**src/rtl/psum_wb_collector.sv**
```systemverilog
// Partial-sum writeback collector: accumulates PE partial sums, requantizes and writes ofmap words.
// Optional build macro PSUM_WB_RELU_EN clamps negative results to zero before saturation.
module psum_wb_collector #(
  parameter int ADDR_W = 8,
  parameter int QSHIFT = 7
) (
  input  logic                     clk,
  input  logic                     rst,
  input  logic [3:0]               layer,
  input  logic                     start,
  input  logic [7:0]               pass_num,
  input  logic [ADDR_W-1:0]        out_num,
  input  logic [ADDR_W-1:0]        base_addr,
  input  logic                     wb_en,
  input  logic signed [18:0]       groupsum_in1,
  input  logic signed [18:0]       groupsum_in2,
  output logic                     ofmap_we,
  output logic [ADDR_W-1:0]        ofmap_addr,
  output logic [15:0]              ofmap_wdata,
  output logic [1:0]               ofmap_be,
  output logic                     busy,
  output logic                     done
);

  // state   | meaning
  // S_IDLE  | waiting for start
  // S_RUN   | accepting partial sums
  // S_DRAIN | last result in the requant/write pipeline
  // S_DONE  | one-cycle done pulse
  typedef enum logic [1:0] {S_IDLE, S_RUN, S_DRAIN, S_DONE} state_t;

  localparam logic signed [27:0] RND = 28'sd1 <<< (QSHIFT - 1);

  state_t state, state_nxt;

  logic                     accept;
  logic                     last_pass;
  logic                     last_out;
  logic                     dual;
  logic [7:0]               pass_rel;
  logic [7:0]               pass_left;
  logic [ADDR_W-1:0]        outs_left;
  logic [ADDR_W-1:0]        cur_addr;
  logic signed [26:0]       acc0, acc1;
  logic signed [26:0]       sum0, sum1;
  logic signed [26:0]       res0, res1;
  logic                     res_vld;
  logic                     res_dual;
  logic [ADDR_W-1:0]        res_addr;

  function automatic logic [7:0] requant(input logic signed [26:0] r);
    logic signed [27:0] t;
    t = {r[26], r} + RND;
    t = t >>> QSHIFT;
`ifdef PSUM_WB_RELU_EN
    if (t < 28'sd0) t = 28'sd0;
`endif
    if (t > 28'sd127)
      return 8'h7f;
    else if (t < -28'sd128)
      return 8'h80;
    else
      return t[7:0];
  endfunction

  assign last_pass = (pass_left == 8'd0);
  assign last_out  = (outs_left == '0);
  assign sum0      = acc0 + 27'(groupsum_in1);
  assign sum1      = dual ? (acc1 + 27'(groupsum_in2)) : 27'sd0;

  always_ff @(posedge clk or posedge rst) begin
    if (rst)
      state <= S_IDLE;
    else
      state <= state_nxt;
  end

  always_comb begin
    state_nxt = state;
    case (state)
      S_IDLE:  if (start) state_nxt = S_RUN;
      S_RUN:   if (accept && last_pass && last_out) state_nxt = S_DRAIN;
      // res_vld low means the write now on the bus is the job's last one
      S_DRAIN: if (ofmap_we && !res_vld) state_nxt = S_DONE;
      S_DONE:  state_nxt = S_IDLE;
      default: state_nxt = S_IDLE;
    endcase
  end

  always_comb begin
    accept = (state == S_RUN) && wb_en;
    busy   = (state == S_RUN) || (state == S_DRAIN);
    done   = (state == S_DONE);
  end

  always_ff @(posedge clk or posedge rst) begin
    if (rst) begin
      dual      <= 1'b0;
      pass_rel  <= 8'd0;
      pass_left <= 8'd0;
      outs_left <= '0;
      cur_addr  <= '0;
      acc0      <= '0;
      acc1      <= '0;
      res0      <= '0;
      res1      <= '0;
      res_vld   <= 1'b0;
      res_dual  <= 1'b0;
      res_addr  <= '0;
    end else begin
      res_vld <= 1'b0;
      if (state == S_IDLE && start) begin
        dual      <= (layer == 4'd5);
        pass_rel  <= (pass_num == 8'd0) ? 8'd0 : pass_num - 8'd1;
        pass_left <= (pass_num == 8'd0) ? 8'd0 : pass_num - 8'd1;
        outs_left <= (out_num == '0) ? '0 : out_num - ADDR_W'(1);
        cur_addr  <= base_addr;
        acc0      <= '0;
        acc1      <= '0;
      end else if (accept) begin
        if (last_pass) begin
          res0      <= sum0;
          res1      <= sum1;
          res_vld   <= 1'b1;
          res_dual  <= dual;
          res_addr  <= cur_addr;
          acc0      <= '0;
          acc1      <= '0;
          pass_left <= pass_rel;
          cur_addr  <= cur_addr + ADDR_W'(1);
          outs_left <= outs_left - ADDR_W'(1);
        end else begin
          acc0      <= sum0;
          acc1      <= sum1;
          pass_left <= pass_left - 8'd1;
        end
      end
    end
  end

  always_ff @(posedge clk or posedge rst) begin
    if (rst) begin
      ofmap_we    <= 1'b0;
      ofmap_addr  <= '0;
      ofmap_wdata <= 16'h0000;
      ofmap_be    <= 2'b00;
    end else begin
      ofmap_we <= res_vld;
      if (res_vld) begin
        ofmap_addr  <= res_addr;
        ofmap_wdata <= {res_dual ? requant(res1) : 8'h00, requant(res0)};
        ofmap_be    <= res_dual ? 2'b11 : 2'b01;
      end
    end
  end

endmodule

```
**config.mk**
```make
export PLATFORM = sky130hd
export DESIGN_NAME = psum_wb_collector
export DESIGN_NICKNAME = d
export VERILOG_FILES = /design/src/rtl/psum_wb_collector.sv
export SDC_FILE = /design/constraint.sdc
export NUM_CORES = 1
export LEC_CHECK = 0
export BUFFER_PORTS_ARGS = -buffer_cell sky130_fd_sc_hd__clkbuf_2
export CAP_MARGIN = 20
export CORE_ASPECT_RATIO = 0.8
export CORE_MARGIN = 8
export CORE_UTILIZATION = 65
export DETAILED_ROUTE_END_ITERATION = 7
export HOLD_SLACK_MARGIN = 0.1
export PLACE_DENSITY = 0.86
export SYNTH_ARGS = -nofsm -noshare
export SYNTH_HDL_FRONTEND = slang
export SYNTH_SLANG_ARGS = --single-unit
```
**constraint.sdc**
```tcl
create_clock -name clk -period 15.45 [get_ports clk]
set_input_delay 1.545 -clock clk [delete_from_list [all_inputs] [get_ports clk]]
set_output_delay 1.545 -clock clk [all_outputs]
set_load 0.05 [all_outputs]
```
After elaboration in Yosys (flattened, before gate mapping)
Cells that the tools add are included.
{ "word_totals": {"regBits": 180, "in_bits": 70, "output_inout_bits": 29, "word_cells": 86} }
{ "op_classes": {"n_addsub": 9, "order_cmp": 4, "n_eq_ne": 7, "n_mux": 31, "bitwise_logic": 1, "reduce_logical": 17} }
{ "op_table": {"columns": ["op", "n"], "rows": [
  ["$mux W27", 7],
  ["$mux W8", 16],
  ["$add A27 B8 Y28 const B", 2],
  ["$add A27 B19 Y27", 2],
  ["$gt A21 B8 Y1 const B", 2],
  ["$lt A21 B8 Y1 const B", 2],
  ["$logic_not A8 Y1", 4],
  ["$sub A8 B1 Y8 const B", 4],
  ["$add A8 B1 Y8 const B", 1],
  ["$mux W2", 4],
  ["$pmux W2 S4", 1],
  ["$ne A2 B2 Y1 const B", 3],
  ["$reduce_and A3 Y1", 2],
  ["$logic_and A1 B1 Y1", 5],
  ["$eq A2 B2 Y1 const B", 2],
  ["$eq A4 B3 Y1 const B", 1],
  ["$reduce_bool A2 Y1", 2],
  ["$mux W1", 3],
  ["$eq A2 B1 Y1 const B", 1],
  ["$logic_not A2 Y1", 1],
  ["$reduce_and A2 Y1", 1],
  ["$logic_not A1 Y1", 1],
  ["$logic_or A1 B1 Y1", 1],
  ["$not A1 Y1", 1]
]} }

Depth between registers and ports, before layout
Gate-level depths: netlist of the first run.
{ "logic_depth": {"ltp_word": 6, "mapped_depth": 12, "depth_no_buf": 12} }

Worst setup path after synthesis of the first run
Ideal clock, no wire load.
{ "synth_timing": {"kind": "input to register", "from": "input port groupsum_in1[3]", "to": "register res0[25]", "setup_ns": 0.069, "t_arrival_ns": 3.800, "t_required_ns": 15.381, "slack_ns": 11.581, "cell_stages": 10, "n_path_buf": 0, "path_cell_list": "ha_1 -> a21o_1 -> a21oi_1 -> a21oi_1 -> a211oi_1 -> o31ai_1 -> o221ai_1 -> o31ai_1 -> or4b_2 -> nand3_1"} }
{ "synth_between": {"elab_chain_cells": 1} }
{ "synth_lines": {"columns": ["element", "line_no", "source"], "rows": [
  ["start, declared", "15", "input logic signed [18:0] groupsum_in1,"],
  ["$add A27 B19 Y27", "68", "assign sum0 = acc0 + 27'(groupsum_in1);"],
  ["end signal, assigned", "122", "res0 <= sum0;"],
  ["end, declared", "46", "logic signed [26:0] res0, res1;"]
]} }
No other way between the ends.
A chain may end at the register's enable or synchronous reset.

Worst setup path after layout of the first run
{ "layout_timing": {"from": "input port groupsum_in1[0]", "to": "register res0[18]"} }
The elaborated chain is that of the path after synthesis.

==> results.sh, run 1 <==
export IMPL_hold_path_endpoint="ofmap_be[0]"
export IMPL_maxCapViolCount=0
export IMPL_timing_slew_headroom=0.343
export IMPL_hold_path_depth=1
export IMPL_grt_overflow_total=0
export IMPL_finalHoldViolations=0
export IMPL_leakage_nw=5.73
export IMPL_worst_hold_startpoint="ofmap_be[0]"
export IMPL_setup_viol=0
export IMPL_finalCritPeriodShare=0.253
export IMPL_postSynthAreaPerCell_um2=8.99
export IMPL_clock_skew_final_ns=0.0105
export IMPL_core_um2=15900
export IMPL_via_per_inst=6.27
export IMPL_layout_drive_gt1_share=0.138
export IMPL_synthArstFlopShare=1.00
export IMPL_htreeDepth=4
export IMPL_ys_ff_latch=168
export IMPL_slew_violations=0
export IMPL_syn_nets=1317
export IMPL_portBuffers=98
export IMPL_hp_class="reg2reg"
export IMPL_cts_resized=0
export IMPL_insertion_delay_ns=0.43
export IMPL_cts_buffers=17
export IMPL_drtIter0Drc=913
export IMPL_gp_congestion=0.931
export IMPL_yosysWarnings=0
export IMPL_cts_setup_buffers=0
export IMPL_initial_core_util=0.670
export IMPL_cts_root_buf="clkbuf_16"
export IMPL_timing_worst_setup_path_type="in2reg"
export IMPL_dieArea_um2=20700
export IMPL_antenna_found_initial=0
export IMPL_crit_arrival_ns=4.22
export IMPL_rr_worst_depth=9
export IMPL_gr_usage_all_layers=0.256
export IMPL_synthFlopType="dfrtp_1"
export IMPL_n_antenna_cell=0
export IMPL_rr_startpoint="pass_left[0]"
export IMPL_post_route_drc_count=0
export IMPL_synth_edff_count=0
export IMPL_status="finished, final reports clean"
export IMPL_finalSetupTns_ns=0
export IMPL_worst_slew_pin_slew_ns=0.986
export IMPL_ir_worst_vdd_mv=0.181
export IMPL_firstDrtPassIters=7
export IMPL_avgRoutedWirePerCell_um=17.8
export IMPL_die_h_um=130
export IMPL_power_density_nw_per_um2=159
export IMPL_synth_seq_area_share=0.396
export IMPL_required_ns=15.77
export IMPL_io_pins=99
export IMPL_holdBufCountCts=0
export IMPL_grt_setup_unrepaired="false"
export IMPL_grt_pass1_wl_mm=44.0
export IMPL_timing_fmax_ghz=0.256
export IMPL_rows=41
export IMPL_period_needed_ns=3.90
export IMPL_grt_pass1_vias=9002
export IMPL_syn_inst=1180
export IMPL_grt_max_degree=68
export IMPL_cts_tree="done"
export IMPL_reg2reg_slack_ns=11.97
export IMPL_cp_end_kind="flip-flop"
export IMPL_cts_clk_slew_worst_paths_ns=0.07
export IMPL_whs_ns=0.468
export IMPL_r2r_end="res1[12]"
export IMPL_synth_area_um2=10600
export IMPL_antenna_left=0
export IMPL_syn_to_final_growth_pct=11.9
export IMPL_dieWidth_um=159
export IMPL_wirelength_mm=26.4
export IMPL_fin_nets=1396
export IMPL_setup_worst_path_start_class="primary input"
export IMPL_cp_max_fo=3
export IMPL_cts_buffer_depth=2
export IMPL_cts_sinks=168
export IMPL_dp_hpwl_mm=18.8
export IMPL_vias=9326
export IMPL_final_fill_count=1167
export IMPL_synth_cell_types=73
==> metrics by stage <==
step / cell area (um2) / utilization / setup slack, ns / total power [W] / instances
floorplan: 10600 / - / 9.36 / 0.00124 / 1180
global placement: 11300 / 0.711 / 11.22 / 0.00140 / 1454
global route: 11900 / 0.749 / 11.34 / 0.00200 / 1487
detailed placement: 11300 / 0.711 / 11.18 / 0.00143 / 1455
finish: 11900 / 0.749 / 11.55 / 0.00189 / 1487
CTS: 11900 / 0.749 / 11.60 / 0.00188 / 1487
==> synthesized netlist by cell type, drive strengths merged (4+ instances only) <==
master	instances	area, um2
o22ai	9	56.3
or3	8	55.1
xnor2	55	482
and4	4	35.0
o21ai	75	375
a21o	35	263
inv	41	154
nor2	75	282
a31oi	18	113
ha	65	813
buf	4	22.5
nor2b	8	50.1
and3	10	62.6
o21bai	8	60.1
nand4	15	106
nand2b	12	75.1
o221ai	8	70.1
a211oi	11	82.6
a31o	5	43.8
o21a	9	67.6
or4	4	30.0
nand3	31	160
nor3	24	125
clkbuf	43	161
mux2	15	169
a22o	47	412
nor4	11	68.8
xor2	31	272
o31ai	10	75.1
or2	5	31.3
nand2	166	623
and2	10	62.6
a21oi	79	395
dfrtp	168	4200
o22a	13	114
==> worst max-delay path by stage <==
stage	to	startpoint	depth (start not counted)
finish	res0[18]	groupsum_in1[0]	12
global route	res0[25]	groupsum_in1[3]	11
CTS	res0[18]	groupsum_in1[0]	12
detailed placement	res0[18]	groupsum_in1[0]	12
global placement	res0[25]	groupsum_in1[3]	11
floorplan	acc0[0]	rst	1
==> logic make-up after synthesis <==
logic type               share of synthesized area
AO/OA/AOI/OAI                                0.225
XOR/XNOR                                    0.0710
adder cells (fa/ha/maj)                     0.0804
buffers and inverters                       0.0318
flip-flops                                   0.396
multiplexers                                0.0169
AND/OR/NAND/NOR                              0.179
==> flip-flops by register name, summed over array words and instances (netlist names) <==
signal and cells:
acc0 27, acc1 27, cur_addr 8, dual 1, ofmap_addr 8, ofmap_be 2, ofmap_wdata 16, ofmap_we 1
outs_left 8, pass_left 8, pass_rel 8, res0 21, res1 21, res_addr 8, res_dual 1, res_vld 1
state 2
==> critical path: stages <==
cell and delay (ns):
clkbuf_2 0.08, ha_1 0.22, fa_1 0.44, a211oi_1 0.33
o21ai_0 0.19, a21oi_1 0.31, a21oi_1 0.15, nand3_1 0.12
nand2_1 0.11, a221oi_1 0.34, xnor2_1 0.13, mux2_2 0.27
==> cell usage in the layout, fill, tap and decap left out, drive strengths merged, types with 44 or more instances in the layout <==
cell type  synthesis  layout
a21oi             79      79
a22o              47      47
clkbuf            43     118
dfrtp            168     168
ha                65      65
inv               41      44
nand2            166     166
nor2              75      75
o21ai             75      75
xnor2             55      55
==> power breakdown <==
| group | leakage, nW | switching, W | total, W | internal [W] |
|---|---|---|---|---|
| combinational | 3.20 | 0.000484 | 0.000801 | 0.000317 |
| sequential | 2.26 | 0.000101 | 0.000651 | 0.000550 |
| clock | 0.274 | 0.000184 | 0.000436 | 0.000252 |
| total | 5.73 | 0.000769 | 0.00189 | 0.00112 |
==> routing by layer <==
layer | vias up | routed length (um) | GRT usage
li1 | 4454 | - | -
met1 | 4474 | 12500 | 0.359
met2 | 350 | 11700 | 0.397
met3 | 48 | 1760 | 0.0519
met4 | 0 | 472 | 0.0775
met5 | - | 0 | 0
==> layout make-up <==
cell class              instances  area [um2]  area share
clock buffers                  20         467      0.0393
clock inverters                12         139      0.0117
inverters                      41         159      0.0134
multi-input cells             924        6090       0.512
flip-flops and latches        168        4200       0.354
well taps                     215         269      0.0226
repair buffers                107         556      0.0468
No activity file was read; power rests on OpenSTA's default activity.
==> run 2, diff against run 1 <==
CORE_UTILIZATION = 61   (was 65)
PLACE_DENSITY = 0.82   (was 0.86)
clock period = 4 ns   (was 15.45 ns; I/O delays follow)
==> results.sh, run 2 (same netlist as run 1, synthesis figures left out) <==
export IMPL_layout_commonest_cell="dfrtp_1"
export IMPL_holdBufCountCts=0
export IMPL_vias=9230
export IMPL_slowest_delay_ns=0.64
export IMPL_htreeDepth=4
export IMPL_cp_end_kind="flip-flop"
export IMPL_core_um2=17200
export IMPL_hp_class="in2async"
export IMPL_rr_startpoint="acc0[3]"
export IMPL_final_fill_count=1358
export IMPL_cts_sinks=168
export IMPL_syn_to_final_growth_pct=12.7
export IMPL_layout_drive_gt1_share=0.140
export IMPL_finalHoldViolations=0
export IMPL_final_cell_mix="168 x dfrtp_1, 165 x nand2_1, 98 x clkbuf_2, 79 x a21oi_1, 75 x o21ai_0"
export IMPL_cts_clk_slew_worst_paths_ns=0.07
export IMPL_ir_worst_vdd_mv=0.495
export IMPL_firstDrtPassIters=7
export IMPL_antenna_left=0
export IMPL_grt_pass1_wl_mm=43.4
export IMPL_power_density_nw_per_um2=611
export IMPL_cts_resized=0
export IMPL_finalSetupTns_ns=0
export IMPL_maxCapViolCount=0
export IMPL_crit_arrival_ns=3.40
export IMPL_slew_violations=0
export IMPL_initial_core_util=0.618
export IMPL_grt_use_met1=0.359
export IMPL_worst_slew_pin_slew_ns=0.941
export IMPL_post_route_drc_count=0
export IMPL_fin_nets=1401
export IMPL_critPathSlowestCell="or4b_2"
export IMPL_r2r_end="res0[25]"
export IMPL_dieArea_um2=21900
export IMPL_required_ns=4.36
export IMPL_cts_setup_buffers=0
export IMPL_cts_tree="done"
export IMPL_gp_congestion=0.886
export IMPL_path_buf_inv=0
export IMPL_dieWidth_um=163
export IMPL_rows=43
export IMPL_finalCritPeriodShare=0.760
export IMPL_insertion_delay_ns=0.43
export IMPL_grt_setup_unrepaired="false"
export IMPL_setup_viol=0
export IMPL_period_needed_ns=3.04
export IMPL_drtIter0Drc=854
export IMPL_timing_slew_headroom=0.371
export IMPL_n_antenna_cell=0
export IMPL_cts_root_buf="clkbuf_16"
export IMPL_grt_max_degree=70
export IMPL_grt_pass1_vias=8740
export IMPL_cp_max_fo=5
export IMPL_portBuffers=98
export IMPL_reg_top3="acc0 x27, acc1 x27"
export IMPL_leakage_nw=5.78
export IMPL_power_total_w=0.00731
export IMPL_via_per_inst=6.15
export IMPL_setup_worst_path_start_class="flip-flop"
export IMPL_cp_cell_sequence="ha_1, a21o_1, a21oi_1, a21oi_1, a211oi_1, o31ai_1, o221ai_1, o31ai_1, or4b_2, nand3_1"
export IMPL_multiInputGateArea_um2=6090
export IMPL_die_h_um=134
export IMPL_utilization=0.697
export IMPL_grt_use_met2=0.345
export IMPL_cts_buffer_depth=2
export IMPL_grtUsageMet3=0.0484
export IMPL_antenna_found_initial=0
export IMPL_cts_buffers=17
export IMPL_avgRoutedWirePerCell_um=17.1
export IMPL_gr_usage_all_layers=0.239
export IMPL_whs_ns=0.156
export IMPL_clock_skew_final_ns=0.0117
export IMPL_reg2reg_slack_ns=0.96
export IMPL_regArea_um2=4200
export IMPL_rr_worst_depth=10
export IMPL_status="finished, final reports clean"
export IMPL_dp_hpwl_mm=18.5
export IMPL_critPathTopFamily="compound AO/OA/AOI/OAI gates"
export IMPL_grt_overflow_total=0
export IMPL_wirelength_mm=25.8
export IMPL_timing_worst_setup_path_type="reg2reg"
export IMPL_timing_fmax_ghz=0.329
export IMPL_io_pins=99
export IMPL_grt_busiest_layer="met1"
-- run 2: changes by cell type in the layout (fill, tap and decap cells not counted) --
| cell | previous run | this run |
|---|---|---|
| buf_12 | 0 | 3 |
| buf_4 | 8 | 11 |
| clkbuf_8 | 3 | 0 |
| clkinvlp_4 | 7 | 4 |
| clkbuf_1 | 0 | 2 |
| clkinv_2 | 0 | 2 |
| buf_2 | 1 | 0 |
| bufinv_16 | 2 | 3 |
| clkinv_4 | 0 | 1 |
| inv_6 | 4 | 3 |
| inv_8 | 0 | 1 |
-- run 2: worst max path at each step --
stage                         start  endpoint  slack, ns  cells after the start
floorplan           groupsum_in1[3]  res0[25]       1.28                     10
global placement    groupsum_in1[3]  res0[25]       0.95                     11
detailed placement  groupsum_in1[3]  res0[25]       0.86                     11
CTS                         acc0[3]  res0[25]       0.97                     10
global route           pass_left[0]  state[1]       0.73                     10
finish                      acc0[3]  res0[25]       0.96                     10
-- run 2: worst register-to-register path: stages (launching register included) --
cell and delay [ns]:
dfrtp_1 0.38, ha_1 0.34, a21o_1 0.19, a21oi_1 0.18, a21oi_1 0.10, a211oi_1 0.29, o31ai_1 0.19, o221ai_1 0.38
o31ai_1 0.19, or4b_2 0.64, nand3_1 0.10
-- run 2: report_power, final --
part	switching (W)	leakage, nW	total (W)	internal [W]
Combinational	0.00185	3.23	0.00309	0.00124
Sequential	0.000381	2.26	0.00251	0.00213
Clock	0.000715	0.286	0.00171	0.000992
Total	0.00295	5.78	0.00731	0.00436
-- run 2: cell type report --
class	instances	share of cell area
Multi-Input combinational cell	924	0.509
Sequential cell	168	0.351
Timing Repair Buffer	112	0.0529
Clock buffer	19	0.0362
Tap cell	225	0.0235
Clock inverter	13	0.0141
Inverter	41	0.0132
-- run 2: stage by stage --
step	area [um2]	cells	worst slack [ns]
2_1_floorplan	10600	1180	1.28
3_3_place_gp	11400	1470	0.949
3_5_place_dp	11400	1470	0.864
4_1_cts	12000	1502	0.970
5_1_grt	12000	1502	0.726
6_report	12000	1502	0.959
-- run 2: routing by layer --
| metal | vias to the layer above | wire, um |
|---|---|---|
| li1 | 4459 | - |
| met1 | 4380 | 12700 |
| met2 | 365 | 11000 |
| met3 | 26 | 1740 |
| met4 | 0 | 313 |
| met5 | - | 0 |
